--- src/rtl/perceptron_pkg.sv ---
`default_nettype none
// ============================================================================
// Module      : perceptron_pkg
// Description : Shared state encoding for the perceptron pipe controller.
// Revision    : 1.0 - initial release
// ============================================================================
package perceptron_pkg;

  typedef enum logic [1:0] {
    ST_RUN   = 2'd0,
    ST_DRAIN = 2'd1,
    ST_LOAD  = 2'd2
  } state_t;

endpackage
`default_nettype wire

--- src/rtl/perceptron_vstage.sv ---
`default_nettype none
// ============================================================================
// Module      : perceptron_vstage
// Description : One pipeline valid bit and its bubble-collapsing enable term.
// Revision    : 1.0 - initial release
// ============================================================================
module perceptron_vstage (
  input  logic clk,
  input  logic reset,
  input  logic clr,
  input  logic d,
  input  logic en_next,
  output logic en,
  output logic v
);

  logic r_v;

  // An empty slot may always load, so bubbles are squeezed out under a stall.
  assign en = !r_v || en_next;
  assign v  = r_v;

  always_ff @(posedge clk) begin
    if (!reset || clr) begin
      r_v <= 1'b0;
    end else if (en) begin
      r_v <= d;
    end
  end

endmodule
`default_nettype wire

--- src/rtl/perceptron_pipe_ctrl.sv ---
`default_nettype none
// ============================================================================
// Module      : perceptron_pipe_ctrl
// Description : Valid/ready stage-enable control with drain/grant weight load.
// Revision    : 1.0 - initial release
// ============================================================================
module perceptron_pipe_ctrl
  import perceptron_pkg::*;
#(
  parameter  int STAGES = 2,
  parameter  int NW     = 2,
  localparam int CNT_W  = $clog2(STAGES + 1)
) (
  input  logic              clk,
  input  logic              reset,
  input  logic [NW-1:0]     w_en_i,
  input  logic              w_req_i,
  output logic              w_gnt_o,
  input  logic              val_i,
  output logic              rdy_o,
  output logic              val_o,
  input  logic              rdy_i,
  output logic [STAGES-1:0] stage_en_o,
  output logic [CNT_W-1:0]  occ_o
);

  state_t             r_state;
  logic [CNT_W-1:0]   r_occ;
  logic [STAGES-1:0]  w_v;
  logic [STAGES-1:0]  w_en;
  logic               w_accept;
  logic               w_emit;
  logic               w_clr;

  assign w_clr    = |w_en_i;
  assign rdy_o    = w_en[0] && (r_state == ST_RUN) && !w_req_i && reset && !w_clr;
  assign w_accept = val_i && rdy_o;
  assign val_o    = w_v[STAGES-1];
  assign w_emit   = val_o && rdy_i;

  for (genvar k = 0; k < STAGES; k++) begin : g_stage
    logic w_d;
    logic w_nx;
    logic w_en_k;

    if (k == 0) begin : g_head
      assign w_d = w_accept;
    end else begin : g_body
      assign w_d = w_v[k-1];
    end

    // The enable chain ripples back from the consumer's ready.
    if (k == STAGES - 1) begin : g_tail
      assign w_nx = rdy_i;
    end else begin : g_link
      assign w_nx = g_stage[k+1].w_en_k;
    end

    perceptron_vstage u_vstage (
      .clk     (clk),
      .reset   (reset),
      .clr     (w_clr),
      .d       (w_d),
      .en_next (w_nx),
      .en      (w_en_k),
      .v       (w_v[k])
    );

    assign w_en[k] = w_en_k;
  end

  assign stage_en_o = (r_state == ST_LOAD) ? '0 : w_en;
  assign w_gnt_o    = (r_state == ST_LOAD);
  assign occ_o      = r_occ;

  always_ff @(posedge clk) begin
    if (!reset) begin
      r_state <= ST_RUN;
      r_occ   <= '0;
    end else begin
      if (w_clr) begin
        r_occ <= '0;
      end else if (w_accept && !w_emit) begin
        r_occ <= r_occ + CNT_W'(1);
      end else if (!w_accept && w_emit) begin
        r_occ <= r_occ - CNT_W'(1);
      end

      // An abort takes priority, so a dropped request never yields a grant.
      case (r_state)
        ST_RUN:   if (w_req_i) r_state <= ST_DRAIN;
        ST_DRAIN: begin
          if (!w_req_i)          r_state <= ST_RUN;
          else if (r_occ == '0)  r_state <= ST_LOAD;
        end
        ST_LOAD:  if (!w_req_i) r_state <= ST_RUN;
        default:  r_state <= ST_RUN;
      endcase
    end
  end

endmodule
`default_nettype wire

--- config.mk ---
export PLATFORM = sky130hd
export DESIGN_NAME = perceptron_pipe_ctrl
export DESIGN_NICKNAME = d
export VERILOG_FILES = /design/src/rtl/perceptron_pkg.sv /design/src/rtl/perceptron_vstage.sv /design/src/rtl/perceptron_pipe_ctrl.sv
export SDC_FILE = /design/constraint.sdc
export NUM_CORES = 1
export LEC_CHECK = 0
export BUFFER_PORTS_ARGS = -buffer_cell sky130_fd_sc_hd__buf_4
export CORE_AREA = 2 2 39 41
export CTS_CLUSTER_DIAMETER = 40
export DETAILED_ROUTE_END_ITERATION = 16
export DIE_AREA = 0 0 41 43
export PLACE_DENSITY_LB_ADDON = 0.2
export SYNTH_ARGS = -nofsm -noshare
export SYNTH_HDL_FRONTEND = slang
export SYNTH_SLANG_ARGS = --single-unit
--- constraint.sdc ---
create_clock -name clk -period 2.5 [get_ports clk]
set_input_delay 0.25 -clock clk [delete_from_list [all_inputs] [get_ports clk]]
set_output_delay 0.25 -clock clk [all_outputs]
set_load 0.01 [all_outputs]
### Word-level counts from Yosys, hierarchy flattened

Cells that the tools add are included.

| operators by class | value |
|---|---|
| shift operators | 0 |
| multiplexer cells | 8 |
| divide/modulo/power cells | 0 |
| multiply operators | 0 |
| order comparisons | 0 |
| bitwise operators | 1 |
| reductions and logical operators | 24 |
| add/subtract/negate cells | 2 |
| equality and inequality tests | 5 |

Operators with widths:

| operator | count |
|---|---|
| 2-bit 2-to-1 mux | 7 |
| 1-bit logical AND | 8 |
| 1-bit zero test | 7 |
| 2-bit one-hot mux with 3 select lines | 1 |
| 2-bit zero test | 2 |
| 2-bit inequality test (second input constant) | 2 |
| 1-bit logical OR | 3 |
| 3-bit inequality test (second input constant) | 1 |
| 3-bit AND reduction | 1 |
| 3-bit OR reduction | 1 |
| 2-bit by 1-bit adder with 2-bit output (second input constant) | 1 |
| 2-bit by 1-bit equality test with 1-bit output (second input constant) | 1 |
| 2-bit equality test (second input constant) | 1 |
| 2-bit nonzero test | 1 |
| 2-bit OR reduction | 1 |
| 2-bit by 1-bit subtractor with 2-bit output (second input constant) | 1 |
| 1-bit inverter | 1 |

| storage, ports and cells | value |
|---|---|
| latch bits | 0 |
| bits in writable memories | 0 |
| register bits | 6 |
| memories | 0 |
| output and inout port bits | 7 |
| bits in read-only memories | 0 |

### Depth between registers and ports, before layout

Gate-level depths: netlist of the first run.

| depth | value |
|---|---|
| word-level depth | 12 |
| mapped depth | 7 |

### Modules after synthesis

Synthesis of the first run repeated with hierarchy kept, for this count alone.

| unflattened totals | value |
|---|---|
| cell total of the unflattened synthesis | 36 |
| area, all modules | 325.3 µm² |

Modules (own cells, without submodules):

| module | times used | area each (µm²) | cells each |
|---|---|---|---|
| perceptron_pipe_ctrl | 1 | 235.2 | 26 |
| perceptron_vstage | 2 | 45.0 | 5 |

### Least setup slack after synthesis of the first run

Ideal clock, no wire load.

| path | value |
|---|---|
| path type | flip-flop to flip-flop |
| from | reg r_state[1] |
| to | reg r_occ[1], in the netlist occ_o[1] |
| library setup time | 0.070 ns |
| setup slack | 1.018 ns |
| cell stages (with the launch flop) | 7 |
| data arrival time | 1.412 ns |
| clock period less this slack | 1.482 ns |
| path through | dfxtp_1 -> nor3_1 -> nand2_1 -> nor2_1 -> ha_1 -> or3_1 -> a21oi_1 |

| on the way | value |
|---|---|
| word-level cells in the longest chain between the ends | 9 |
| elaborated cells between the ends (all ways) | 11 |

RTL lines:

| item | RTL line | text |
|---|---|---|
| from (decl) | perceptron_pipe_ctrl.sv:27 | `state_t r_state;` |
| from (signal assigned) | perceptron_pipe_ctrl.sv:78 | `r_state <= ST_RUN;` |
| from (signal assigned) | perceptron_pipe_ctrl.sv:91 | `ST_RUN: if (w_req_i) r_state <= ST_DRAIN;` |
| from (signal assigned) | perceptron_pipe_ctrl.sv:93 | `if (!w_req_i) r_state <= ST_RUN;` |
| 2-bit zero test (*) | perceptron_pipe_ctrl.sv:36 | `assign rdy_o = w_en[0] && (r_state == ST_RUN) && !w_req_i && reset && !w_clr;` |
| 1-bit logical AND (*) (4 in series) | perceptron_pipe_ctrl.sv:36 |  |
| 1-bit logical AND (*) | perceptron_pipe_ctrl.sv:37 | `assign w_accept = val_i && rdy_o;` |
| named net g_stage[0].u_vstage.d | perceptron_vstage.sv:11 | `input logic d,` |
| 1-bit zero test | perceptron_pipe_ctrl.sv:85 | `end else if (!w_accept && w_emit) begin` |
| 1-bit logical AND | perceptron_pipe_ctrl.sv:85 |  |
| 2-bit nonzero test (no source line) | -- |  |
| to (signal assigned) | perceptron_pipe_ctrl.sv:84 | `r_occ <= r_occ + CNT_W'(1);` |
| to (signal assigned) | perceptron_pipe_ctrl.sv:86 | `r_occ <= r_occ - CNT_W'(1);` |
| to (decl) | perceptron_pipe_ctrl.sv:28 | `logic [CNT_W-1:0] r_occ;` |

The timed path passes the listed nets; every way through them passes the cells marked *.
A chain may end at the register's enable or synchronous reset.

### Worst setup path after layout of the first run

Same ends and word-level chain as after synthesis.

==> metrics.md, run 1 <==
| Metric | Value |
|---|---|
| Crit path capture type | register |
| Pre-CTS setup slack | 879 ps |
| Synth area leader | dfxtp_1 |
| Syn Inst Count | 36 |
| Hold-fix buffers at CTS | 0 |
| Die Y | about 43 um |
| Slowest Stage Delay on Critical Path | roughly 350 ps |
| FF-to-FF setup slack | ~890 ps |
| Placed cells | 65 |
| Switching pwr | 0.0463 mW |
| Setup TNS Final | 0 ps |
| Worst-path clk slew | 50 ps |
| Number of antenna diodes | 0 |
| Crit Path Max Fanout | 4 |
| First-pass GRT wire length | around 1000 um |
| Synth Area per Inst | ~8.0 um^2 |
| Port Buf Inserts | 13 |
| Post-CTS Repair Setup Buffers | 0 |
| CTS resizes | 0 |
| Final Non-Filler Cells | about 70 |
| Reg power frac | between 40% and 50% |
| Filler cells | 150 |
| VDD IR-drop max | about 180 uV |
| Clock Path Buffers | 2 |
| Worst Hold Launch | val_i |
| Setup crit start | r_state[1] |
| Post-Route M1 WL | ~320 um |
| Sw frac | a little over a fifth |
| Final Util | 30.8% |
| Share of layout cells above drive strength 1 | 32.7% |
| Tmin final | roughly 1600 ps |
| Slew Viols, Final | 0 |
| Max Clock Freq | ~0.62 GHz |
| Post-synthesis sequential area ratio | 41.9% |
| Largest net degree at the start of global routing | 6 |
| Total track usage | just under 9% |
| Final WL | roughly 650 um |
| Yosys warns | 0 |
| Worst skew pair latency | roughly 240 ps |
| CORE AREA | approximately 0.0014 mm^2 |
| Final hold violations | 0 |
| Antenna viol nets, final | 0 |
| # rows | 14 |
| Worst Hold Margin | around 280 ps |
| Placed Area | 404 um^2 |
| Final HPWL from detailed placement | around 510 um |
| Logic gate share of total power | between 10% and 20% |
| WS Path Type | reg -> reg |
| Clock network fraction of total power | 42.0% |
| Clock Sinks | 6 |
| Reg2Reg Launch Point | r_state[1] |
| Area grow syn2layout | 48.9% |
| H-tree levels | 1 |
| Share of Yosys cell area claimed by the top area cell type | approximately two fifths |
| Pwr Density | a little under 500 mW/mm^2 |
| Vias in the first global route | between 200 and 300 |
| Flops & latches, synth | 6 |
| Total gr overflow | 0 |
| Synth Net Count | 44 |
| Internal power | approximately 0.17 mW |
| Rel. slew slack | 81.4% |
| Via density | 4.28 |
| Worst path slowest cell | or3_1 |
| Area contributors post-synth | dfxtp_1, nor2_1, nand2_1, xor2_1, a21oi_1 |
| Total power | ~0.21 mW |
| Critical path required time | around 2700 ps |
| Post-Syn Area | roughly 290 um^2 |
| Final worst slack | between 800 and 900 ps |
| Metal3 WL | about 70 um |
| Initial antenna violation count | 0 |
| DRT Pass-1 Iters | 2 |
| Crit start category | register |
| Root buffer cell | clkbuf_4 |
| Wire per inst | between 9 and 10 um |
| Status | finished clean |
| Leak | 0.188 nW |
| Final period util | roughly 64% |
| GPL Wtd Cong | 0.601 |
| Cell area after layout | about 430 um^2 |
| Residual DRC | 0 |
| Worst Hold Class | in -> reg |
| Max-cap violation count | 0 |
| Synth cell types | 15 |
| Commonest non-fill, non-tap cell in the layout | buf_4 |
| Setup violations, final | 0 |
| Die width | slightly above 40 um |
| Die footprint | 0.00176 mm^2 |
| Worst endpoint data arrival time | ~1800 ps |
| CTS tree | yes |
| Num ports | 14 |
| Met2 routed wirelength | about 260 um |
| Cell Chain, Critical Path | nor3_1 > nand2_1 > nor2_1 > ha_1 > or3_1 > a21oi_1 |
| Final nets | 62 |
| Detailed Route Iter0 Violations | 5 |
| Total CTS buffers | 3 |
| Final Skew | between 4 and 5 ps |
| RSZ-0062 raised after global routing | no |
| Max Used Layer | met3 |
| Commonest cells after routing, fill and taps aside | buf_4, nor2_1, dfxtp_1 |
| Initial Util | between 20 and 25% |
| Vias post-DR | approximately 290 |
| Worst Tran Pin Value | approximately 280 ps |
flip-flops by register name (all words and copies together) (netlist names):
| signal | cells |
|---|---|
| occ_o | 2 |
| g_stage.u_vstage.v | 2 |
| r_state | 2 |
worst max-delay path: cells and delay by family (launching register included):
kind,cells,cell delay (ps)
and+or+nand+nor,4,810
adders and majority gates,1,270
DFF,1,320
AOI/OAI and AO/OA,1,140
synthesized netlist by cell type:
master,count
nand3b_1,1
or3_1,1
nor2_1,7
ha_1,1
and3_1,1
nand2b_1,1
a21oi_1,3
o21ba_2,1
xor2_1,2
nor3_1,3
nor2b_1,2
o21ai_0,1
nor3b_1,1
dfxtp_1,6
nand2_1,5
power groups by stage:
| stage | Sequential [mW] | Clock, mW | Combinational, mW |
|---|---|---|---|
| 2_1_floorplan | 0.101 | 0 | 0.0103 |
| 3_3_place_gp | 0.101 | 0 | 0.0233 |
| 3_5_place_dp | 0.101 | 0 | 0.0234 |
| 4_1_cts | 0.0994 | 0.0952 | 0.0235 |
| 5_1_grt | 0.0996 | 0.0997 | 0.0261 |
| 6_report | 0.0996 | 0.0890 | 0.0232 |
cell type report:
type | count | area [um^2] | area share [%]
clock buffer | 3 | 22.5 | 5.28
tap | 16 | 20.0 | 4.69
timing repair buffer | 13 | 97.6 | 22.9
multi-input combinational | 30 | 166 | 39.0
sequential | 6 | 120 | 28.2
routing by layer:
metal	vias to the layer above	GRT usage, %
met5	-	0
met4	0	6.00
met3	0	3.14
met2	9	10.6
met1	128	12.6
li1	154	-
final timing paths:
kind	to	cells after the start
max	occ_o[1]	6
min	g_stage[0].u_vstage.v	3
max reg2reg	occ_o[1]	6
min reg2reg	r_state[0]	1
cell families after synthesis:
logic type	synth area share, %
AND/OR/NAND/NOR	37.1
AO/OA/AOI/OAI	10.5
adder cells (fa/ha/maj)	4.37
flip-flops	41.9
XOR/XNOR	6.11
No activity file was read; power rests on OpenSTA's default activity.
==> inputs of run 2 (changes only) <==
--- a/config.mk
+++ b/config.mk
@@ -5,6 +5,7 @@
 export SDC_FILE = /design/constraint.sdc
 export NUM_CORES = 1
 export LEC_CHECK = 0
+export ABC_AREA = 1
 export BUFFER_PORTS_ARGS = -buffer_cell sky130_fd_sc_hd__buf_4
 export CORE_AREA = 2 2 39 41
 export CTS_CLUSTER_DIAMETER = 40
==> constraint.sdc (replaced) <==
create_clock -name clk -period 1.3 [get_ports clk]
set_input_delay 0.13 -clock clk [delete_from_list [all_inputs] [get_ports clk]]
set_output_delay 0.13 -clock clk [all_outputs]
set_load 0.01 [all_outputs]
==> run 2 against run 1 <==
Against the previous run:
- synthesized cell count is 53% higher
- worst hold slack got worse by 150 ps
- combinational power grew 150%
- sequential power rose by 92%
- fmax increased by 24%
- worst setup slack got worse by 880 ps
- core utilization is 10 points higher
- clock skew up 1.3 ps
- critical path type unchanged
- sequential share of layout area down 6.5 points
- register-to-register slack got worse by 880 ps
==> metrics.md, run 2 <==
| Metric | Value |
|---|---|
| Share of Yosys cell area claimed by the top area cell type | 34.3% (was 41.9%) |
| Die width | 41 um (unchanged) |
| Mux cell area share after synthesis | 0% (unchanged) |
| Final hold violations | 0 (unchanged) |
| Final nets | 86 (was 62) |
| Crit path capture type | register (unchanged) |
| Clock network fraction of total power | 41.4% (was 42.0%) |
| Syn Inst Count | 55 (was 36) |
| Worst-path clk slew | 50 ps (about the same) |
| Switching pwr | 0.100 mW (was 0.0463 mW) |
| Total power | 0.425 mW (was 0.212 mW) |
| Final period util | 99.4% (was 64.3%) |
| # rows | 14 (unchanged) |
| Internal power | 0.325 mW (was 0.165 mW) |
| Worst path slowest cell | dfxtp_1 (was or3_1) |
| Max-cap violation count | 0 (unchanged) |
| Adder-Cell Fraction of Synth Area | 3.57% (was 4.37%) |
| Logic gate share of total power | 13.6% (was 11.0%) |
| Total track usage | 12.0% (was 8.84%) |
| CORE AREA | 0.00138 mm^2 (unchanged) |
| Setup crit start | r_state[1] (unchanged) |
| Slowest Stage Delay on Critical Path | 300 ps (was 350 ps) |
| Die footprint | 0.00176 mm^2 (unchanged) |
| Slew Viols, Final | 0 (unchanged) |
| Clock Path Buffers | 2 (unchanged) |
| Post-synth ARST share | 0% (unchanged) |
| R2R Path End | occ_o[1] (unchanged) |
| Commonest cells after routing, fill and taps aside | buf_4, nand2_1, inv_1 (was buf_4, nor2_1, dfxtp_1) |
| DRT Pass-1 Iters | 4 (was 2) |
| Critical path's top delay family | simple AND/OR/NAND/NOR gates (unchanged) |
| Rel. slew slack | 86.9% (was 81.4%) |
| Crit Path Max Fanout | 3 (was 4) |
| Pre-CTS setup slack | -39.9 ps (was 879 ps) |
| Share of layout cells above drive strength 1 | 48.7% (was 32.7%) |
| Final worst slack | 8.28 ps (was 893 ps) |
| Setup violations, final | 0 (unchanged) |
| Vias in the first global route | 358 (was 253) |
| RSZ-0062 raised after global routing | yes (was no) |
| CTS tree | yes (unchanged) |
| Post-synthesis sequential area ratio | 34.3% (was 41.9%) |
| Port Buf Inserts | 13 (unchanged) |
| Status | finished clean (unchanged) |
| Detailed Route Iter0 Violations | 3 (was 5) |
| Worst endpoint data arrival time | 1470 ps (was 1780 ps) |
| Sw frac | 23.6% (was 21.9%) |
| Post-Syn Area | 350 um^2 (was 287 um^2) |
| Via density | 4.36 (was 4.28) |
| Largest family of logic cells by synthesized area | simple AND/OR/NAND/NOR gates (unchanged) |
| Synth Net Count | 63 (was 44) |
| Residual DRC | 0 (unchanged) |
| Die Y | 43 um (unchanged) |
| Root buffer cell | clkbuf_4 (unchanged) |
| Number of antenna diodes | 0 (unchanged) |
| Cell depth of the worst flop-to-flop path | 11 (was 6) |
| FF-to-FF setup slack | 8 ps (was 890 ps) |
| Flops & latches, synth | 6 (unchanged) |
| Final WL | 779 um (was 650 um) |
| Vias post-DR | 401 (was 291) |
| Initial antenna violation count | 0 (unchanged) |
| WS Path Type | reg -> reg (unchanged) |
| Reg2Reg Launch Point | r_state[1] (unchanged) |
| Commonest non-fill, non-tap cell in the layout | buf_4 (unchanged) |
| Num ports | 14 (unchanged) |
| Wire per inst | 8.47 um (was 9.56 um) |
| Tmin final | 1290 ps (was 1610 ps) |
| Synth cell types | 15 (unchanged) |
| Reg power frac | 45.0% (was 47.0%) |
| Number of synthesized flops with an enable pin | 0 (unchanged) |
| Synth area leader | dfxtp_1 (unchanged) |
| CP endpoint | occ_o[1] (unchanged) |
| GPL Wtd Cong | 0.726 (was 0.601) |
| Total gr overflow | 0 (unchanged) |
| Post-synthesis compound-gate area fraction | 5.36% (was 10.5%) |
| Final HPWL from detailed placement | 604 um (was 514 um) |
| Total CTS buffers | 3 (unchanged) |
| Synth Area in XOR/XNOR | 0% (was 6.11%) |
| Logic depth of the worst path, buffers included | 11 (was 6) |
| Crit start category | register (unchanged) |
| Largest net degree at the start of global routing | 6 (unchanged) |
| Cell Chain, Critical Path | nor2_1 > nand2_1 > nor2_2 > nand3_2 > inv_2 > ha_4 > inv_4 > nand3_2 > nand2_1 > inv_1 > nor2_1 (was nor3_1 > nand2_1 > nor2_1 > ha_1 > or3_1 > a21oi_1) |
| H-tree levels | 1 (unchanged) |
| Worst skew pair latency | 250 ps (was 240 ps) |
| VDD IR-drop max | 447 uV (was 181 uV) |
| Simple-Gate Fraction of Synth Area | 40.7% (was 37.1%) |
| Initial Util | 25.3% (was 20.7%) |
| First-pass GRT wire length | 1350 um (was 1020 um) |
| Pwr Density | 750 mW/mm^2 (was 496 mW/mm^2) |
| Area contributors post-synth | dfxtp_1, inv_1, nand2_1, nor2_1, nand3_1 (was dfxtp_1, nor2_1, nand2_1, xor2_1, a21oi_1) |
| Final Skew | 5.58 ps (was 4.32 ps) |
| Yosys warns | 0 (unchanged) |
| Setup TNS Final | 0 ps (unchanged) |
| Synth Area per Inst | 6.37 um^2 (was 7.96 um^2) |
| Leak | 0.268 nW (was 0.188 nW) |
| Max Clock Freq | 0.774 GHz (was 0.622 GHz) |
| Clock Sinks | 6 (unchanged) |
| Worst Tran Pin Value | 196 ps (was 279 ps) |
| Antenna viol nets, final | 0 (unchanged) |
| Hold path depth | 3 (unchanged) |
| Worst Hold Class | in -> reg (unchanged) |
| Area grow syn2layout | 61.8% (was 48.9%) |
| Critical path required time | 1480 ps (was 2670 ps) |
| Most used DFF post-synth | dfxtp_1 (unchanged) |
| Buf/Inv on CP | 3 (was 0) |
| Commonest cells in the synthesized netlist | inv_1, nand2_1, dfxtp_1, nor2_1, nand3_1 (was nor2_1, dfxtp_1, nand2_1) |
run 2: cell count changes after synthesis, sizes merged, moves of 2 or more:
cell | before | now
a21oi | 3 | 1
inv | 0 | 15
nand2 | 5 | 15
nand3 | 0 | 4
nand4 | 0 | 2
nor2 | 7 | 9
nor2b | 2 | 0
nor3 | 3 | 0
xor2 | 2 | 0
run 2: cell type report:
| type | count | area [um^2] |
|---|---|---|
| clock buffers | 3 | 22.5 |
| repair buffers | 18 | 139 |
| fillers | 157 | 817 |
| well taps | 16 | 20.0 |
| multi-input cells | 34 | 204 |
| inverters | 15 | 58.8 |
| flip-flops and latches | 6 | 123 |
run 2: per-layer routing:
layer | track usage, % | share of wire, %
met2 | 16.9 | 52
met5 | 0 | 0
met4 | 6.00 | 0
met1 | 12.3 | 40
met3 | 9.42 | 7.4
run 2: logic make-up after synthesis:
logic type,Yosys count
and+or+nand+nor,30
buffers and inverters,15
DFF,6
AOI/OAI and AO/OA,3
adders and majority gates,1
run 2: per-stage QoR:
step	area, um^2	instances	hold slack (ps)	utilization [%]
after CTS	546	92	104	39.4
after floorplan	367	55	266	-
final	567	92	128	41.0
after detailed placement	514	88	371	37.2
after global placement	514	88	371	37.2
after global routing	567	92	124	41.0
run 2: worst min-delay path, delay by kind of cell:
kind          cells  cell delay (ps)
buf+inv           1               80
simple gates      2              140
run 2: timing repair:
action	4_1_cts	5_1_grt
setup endpoints to repair	2	5
hold buffers	0	0
endpoints found under the hold margin	0	0
buffers inserted	1	0
gates resized for setup	2	6
pin swaps	7	8
run 2: worst min path at each step:
stage | from | to | slack (ps)
6_report | val_i | g_stage[0].u_vstage.v | 130
5_1_grt | val_i | g_stage[0].u_vstage.v | 120
4_1_cts | val_i | g_stage[0].u_vstage.v | 100
3_5_place_dp | val_i | g_stage[0].u_vstage.v | 370
3_3_place_gp | val_i | g_stage[0].u_vstage.v | 370
2_1_floorplan | val_i | g_stage[0].u_vstage.v | 270
run 2: power by group through the flow:
stage	sequential (mW)	combinational (mW)	clock [mW]
CTS	0.191	0.0557	0.192
global placement	0.195	0.0513	0
floorplan	0.195	0.0221	0
global route	0.191	0.0653	0.201
finish	0.191	0.0579	0.176
detailed placement	0.195	0.0514	0
==> inputs of run 3 (changes only) <==
--- a/config.mk
+++ b/config.mk
@@ -14,4 +14,5 @@
 export PLACE_DENSITY_LB_ADDON = 0.2
 export SYNTH_ARGS = -nofsm -noshare
 export SYNTH_HDL_FRONTEND = slang
+export SYNTH_HIERARCHICAL = 1
 export SYNTH_SLANG_ARGS = --single-unit
==> run 3 against run 2 <==
Against the previous run:
- the run now ends with setup timing left
- final cell count increased by 14%
- clock-buffer cell count unchanged
- via count increased by 16%
- clock skew decreased by 3.1 ps
==> metrics.md, run 3 <==
| Metric | Value |
|---|---|
| Status | finished, violations left (was finished clean) |
| Violated checks | setup timing |
| Sw frac | 24.6% (was 23.6%) |
| RSZ-0062 raised after global routing | yes (unchanged) |
| Antenna viol nets, final | 0 (unchanged) |
| Post-Syn Area | 359 um^2 (was 350 um^2) |
| Reg power frac | 43.2% (was 45.0%) |
| Vias post-DR | 466 (was 401) |
| Die footprint | 0.00176 mm^2 (unchanged) |
| CTS tree | yes (unchanged) |
| Vias in the first global route | 411 (was 358) |
| Total gr overflow | 0 (unchanged) |
| Clock Sinks | 6 (unchanged) |
| Synth Area per Inst | 6.30 um^2 (was 6.37 um^2) |
| Total power | 0.440 mW (was 0.425 mW) |
| Final hold violations | 0 (unchanged) |
| Crit Path Max Fanout | 3 (unchanged) |
| H-tree levels | 1 (unchanged) |
| Die width | 41 um (unchanged) |
| Final worst slack | -63.9 ps (was 8.28 ps) |
| Post-Route M1 WL | 438 um (was 315 um) |
| Tmin final | 1360 ps (was 1290 ps) |
| Max Clock Freq | 0.733 GHz (was 0.774 GHz) |
| Worst endpoint data arrival time | 1510 ps (was 1470 ps) |
| Reg2Reg Launch Point | g_stage[1].u_vstage/v (was r_state[1]) |
| Syn Inst Count | 57 (was 55) |
| Cell depth of the worst flop-to-flop path | 11 (unchanged) |
| Commonest non-fill, non-tap cell in the layout | buf_4 (unchanged) |
| Flops & latches, synth | 6 (unchanged) |
| Final nets | 99 (was 86) |
| Area grow syn2layout | 87.8% (was 61.8%) |
| Clock Path Buffers | 2 (unchanged) |
| Worst-path clk slew | 50 ps (about the same) |
| Placed cells | 94 (was 88) |
| Worst Tran Pin Value | 225 ps (was 196 ps) |
| Commonest cells in the synthesized netlist | inv_1, nand2_1, nor2_1 (was inv_1, nand2_1, dfxtp_1, nor2_1, nand3_1) |
| Most used DFF post-synth | dfxtp_1 (unchanged) |
| Synth area leader | dfxtp_1 (unchanged) |
| Worst Hold Margin | 170 ps (was 128 ps) |
| Synth Net Count | 65 (was 63) |
| Total CTS buffers | 3 (unchanged) |
| Die Y | 43 um (unchanged) |
| CORE AREA | 0.00138 mm^2 (unchanged) |
| Synth cell types | 15 (unchanged) |
| Residual DRC | 0 (unchanged) |
| Share of layout cells above drive strength 1 | 59.6% (was 48.7%) |
| Final Non-Filler Cells | 105 (was 92) |
| Setup TNS Final | -198 ps (was 0 ps) |
| Slew Viols, Final | 0 (unchanged) |
| Setup violations, final | 4 (was 0) |
| # rows | 14 (unchanged) |
| First-pass GRT wire length | 1530 um (was 1350 um) |
| Commonest cells after routing, fill and taps aside | buf_4, inv_1, nand2_1 (was buf_4, nand2_1, inv_1) |
| Worst Hold Class | in -> reg (unchanged) |
| Root buffer cell | clkbuf_4 (unchanged) |
| DRT Pass-1 Iters | 5 (was 4) |
| Post-synthesis sequential area ratio | 33.4% (was 34.3%) |
| Port Buf Inserts | 13 (unchanged) |
| Initial antenna violation count | 0 (unchanged) |
| Number of synthesized flops with an enable pin | 0 (unchanged) |
| Final period util | 105% (was 99.4%) |
| Leak | 0.330 nW (was 0.268 nW) |
| WS Path Type | reg -> reg (unchanged) |
| Clock network fraction of total power | 40.1% (was 41.4%) |
| Num ports | 14 (unchanged) |
| Max-cap violation count | 0 (unchanged) |
| Hold-fix buffers at CTS | 0 (unchanged) |
| Critical path required time | 1440 ps (was 1480 ps) |
| Worst skew pair latency | 250 ps (about the same) |
| Initial Util | 25.9% (was 25.3%) |
| Via density | 4.44 (was 4.36) |
| Top-count cell post-synth | inv_1 |
| CP endpoint | occ_o[1] (unchanged) |
| Share of Yosys cell area claimed by the top area cell type | 33.4% (was 34.3%) |
| Final HPWL from detailed placement | 649 um (was 604 um) |
| Internal power | 0.332 mW (was 0.325 mW) |
| Setup crit start | g_stage[1].u_vstage/v (was r_state[1]) |
| Met2 routed wirelength | 532 um (was 405 um) |
| Pwr Density | 652 mW/mm^2 (was 750 mW/mm^2) |
| Switching pwr | 0.108 mW (was 0.100 mW) |
| R2R Path End | occ_o[1] (unchanged) |
| Wire per inst | 9.90 um (was 8.47 um) |
| VDD IR-drop max | 418 uV (was 447 uV) |
| Largest net degree at the start of global routing | 7 (was 6) |
| Final WL | 1040 um (was 779 um) |
| Number of antenna diodes | 0 (unchanged) |
| Logic gate share of total power | 16.7% (was 13.6%) |
| Max Used Layer | met4 (was met3) |
| Yosys warns | 6 (was 0) |
| Metal3 WL | 52 um (was 58 um) |
| Area contributors post-synth | dfxtp_1, inv_1, nand2_1, nor2_1, nand2_2 (was dfxtp_1, inv_1, nand2_1, nor2_1, nand3_1) |
| Final Skew | 2.44 ps (was 5.58 ps) |
| FF-to-FF setup slack | -60 ps (was 8 ps) |
| Post-synth ARST share | 0% (unchanged) |
| Detailed Route Iter0 Violations | 9 (was 3) |
| Rel. slew slack | 85.0% (was 86.9%) |
| Crit path capture type | register (unchanged) |
| Crit start category | register (unchanged) |
| GPL Wtd Cong | 0.723 (was 0.726) |
| Total track usage | 12.9% (was 12.0%) |
==> run 3: cell count changes after synthesis, sizes merged <==
cell	before	now
inv	15	17
nor4	0	1
nor2	9	8
and3	0	1
a21oi	1	4
a31oi	1	0
nand2	15	14
nand3	4	2
==> run 3: metrics by stage <==
| stage | worst slack (ps) | cell area [um^2] | util, % |
|---|---|---|---|
| 2_1_floorplan | -95.1 | 360 | - |
| 3_3_place_gp | -114 | 538 | 38.9 |
| 3_5_place_dp | -123 | 538 | 38.9 |
| 4_1_cts | -82.8 | 641 | 46.3 |
| 5_1_grt | -140 | 674 | 48.7 |
| 6_report | -63.9 | 674 | 48.7 |
==> run 3: power by group through the flow <==
stage	Sequential, mW	Clock, mW	Combinational (mW)
2_1_floorplan	0.194	0	0.0232
3_3_place_gp	0.193	0	0.0602
3_5_place_dp	0.193	0	0.0604
4_1_cts	0.189	0.181	0.0646
5_1_grt	0.190	0.193	0.0799
6_report	0.190	0.176	0.0733
==> run 3: layout make-up <==
class	instances	area [um^2]
Fill cell	139	709
Timing Repair Buffer	29	225
Clock buffer	3	22.5
Tap cell	16	20.0
Multi-Input combinational cell	34	218
Sequential cell	6	123
Inverter	17	66.3
==> run 3: logic make-up (layout without fill, tap and decap cells) <==
group,Yosys count,count (layout),share of synthesized area (%)
fa+ha+maj,1,1,3.48
simple gates,28,28,35.5
compound gates,5,5,9.76
flops,6,6,33.5
buf+inv,17,49,17.8
==> run 3: worst min-delay path by stage <==
| stage | slack (ps) | from | depth (start not counted) | to |
|---|---|---|---|---|
| after detailed placement | 400 | w_req_i | 2 | r_state[1] |
| after global placement | 410 | w_req_i | 2 | r_state[1] |
| after floorplan | 260 | reset | 2 | g_stage[1].u_vstage/v |
| final | 170 | reset | 3 | g_stage[0].u_vstage/v |
| after CTS | 160 | w_req_i | 2 | r_state[1] |
| after global routing | 180 | reset | 3 | g_stage[1].u_vstage/v |
==> run 3: routing by layer <==
layer | global-route usage, % | up-vias
met1 | 14.6 | 204
met4 | 10.0 | 0
met5 | 0 | -
met2 | 20.3 | 23
met3 | 1.57 | 4
li1 | - | 235
==> run 3: critical path, cell delays in order, from the launching register on <==
cell	delay (ps)
dfxtp_2	320
nand2_2	70
inv_2	40
nand2_2	60
inv_2	40
nor2_1	80
and3_4	200
ha_4	210
inv_4	60
nand4_1	90
nand2_1	70
nor2_1	40
==> run 3: what timing repair did <==
| item | CTS | global route |
|---|---|---|
| pin swaps | 6 | 3 |
| resized for setup | 6 | 8 |
| endpoints found under the hold margin | 0 | 0 |
| setup endpoints to repair | 3 | 5 |
| setup buffers | 6 | 2 |
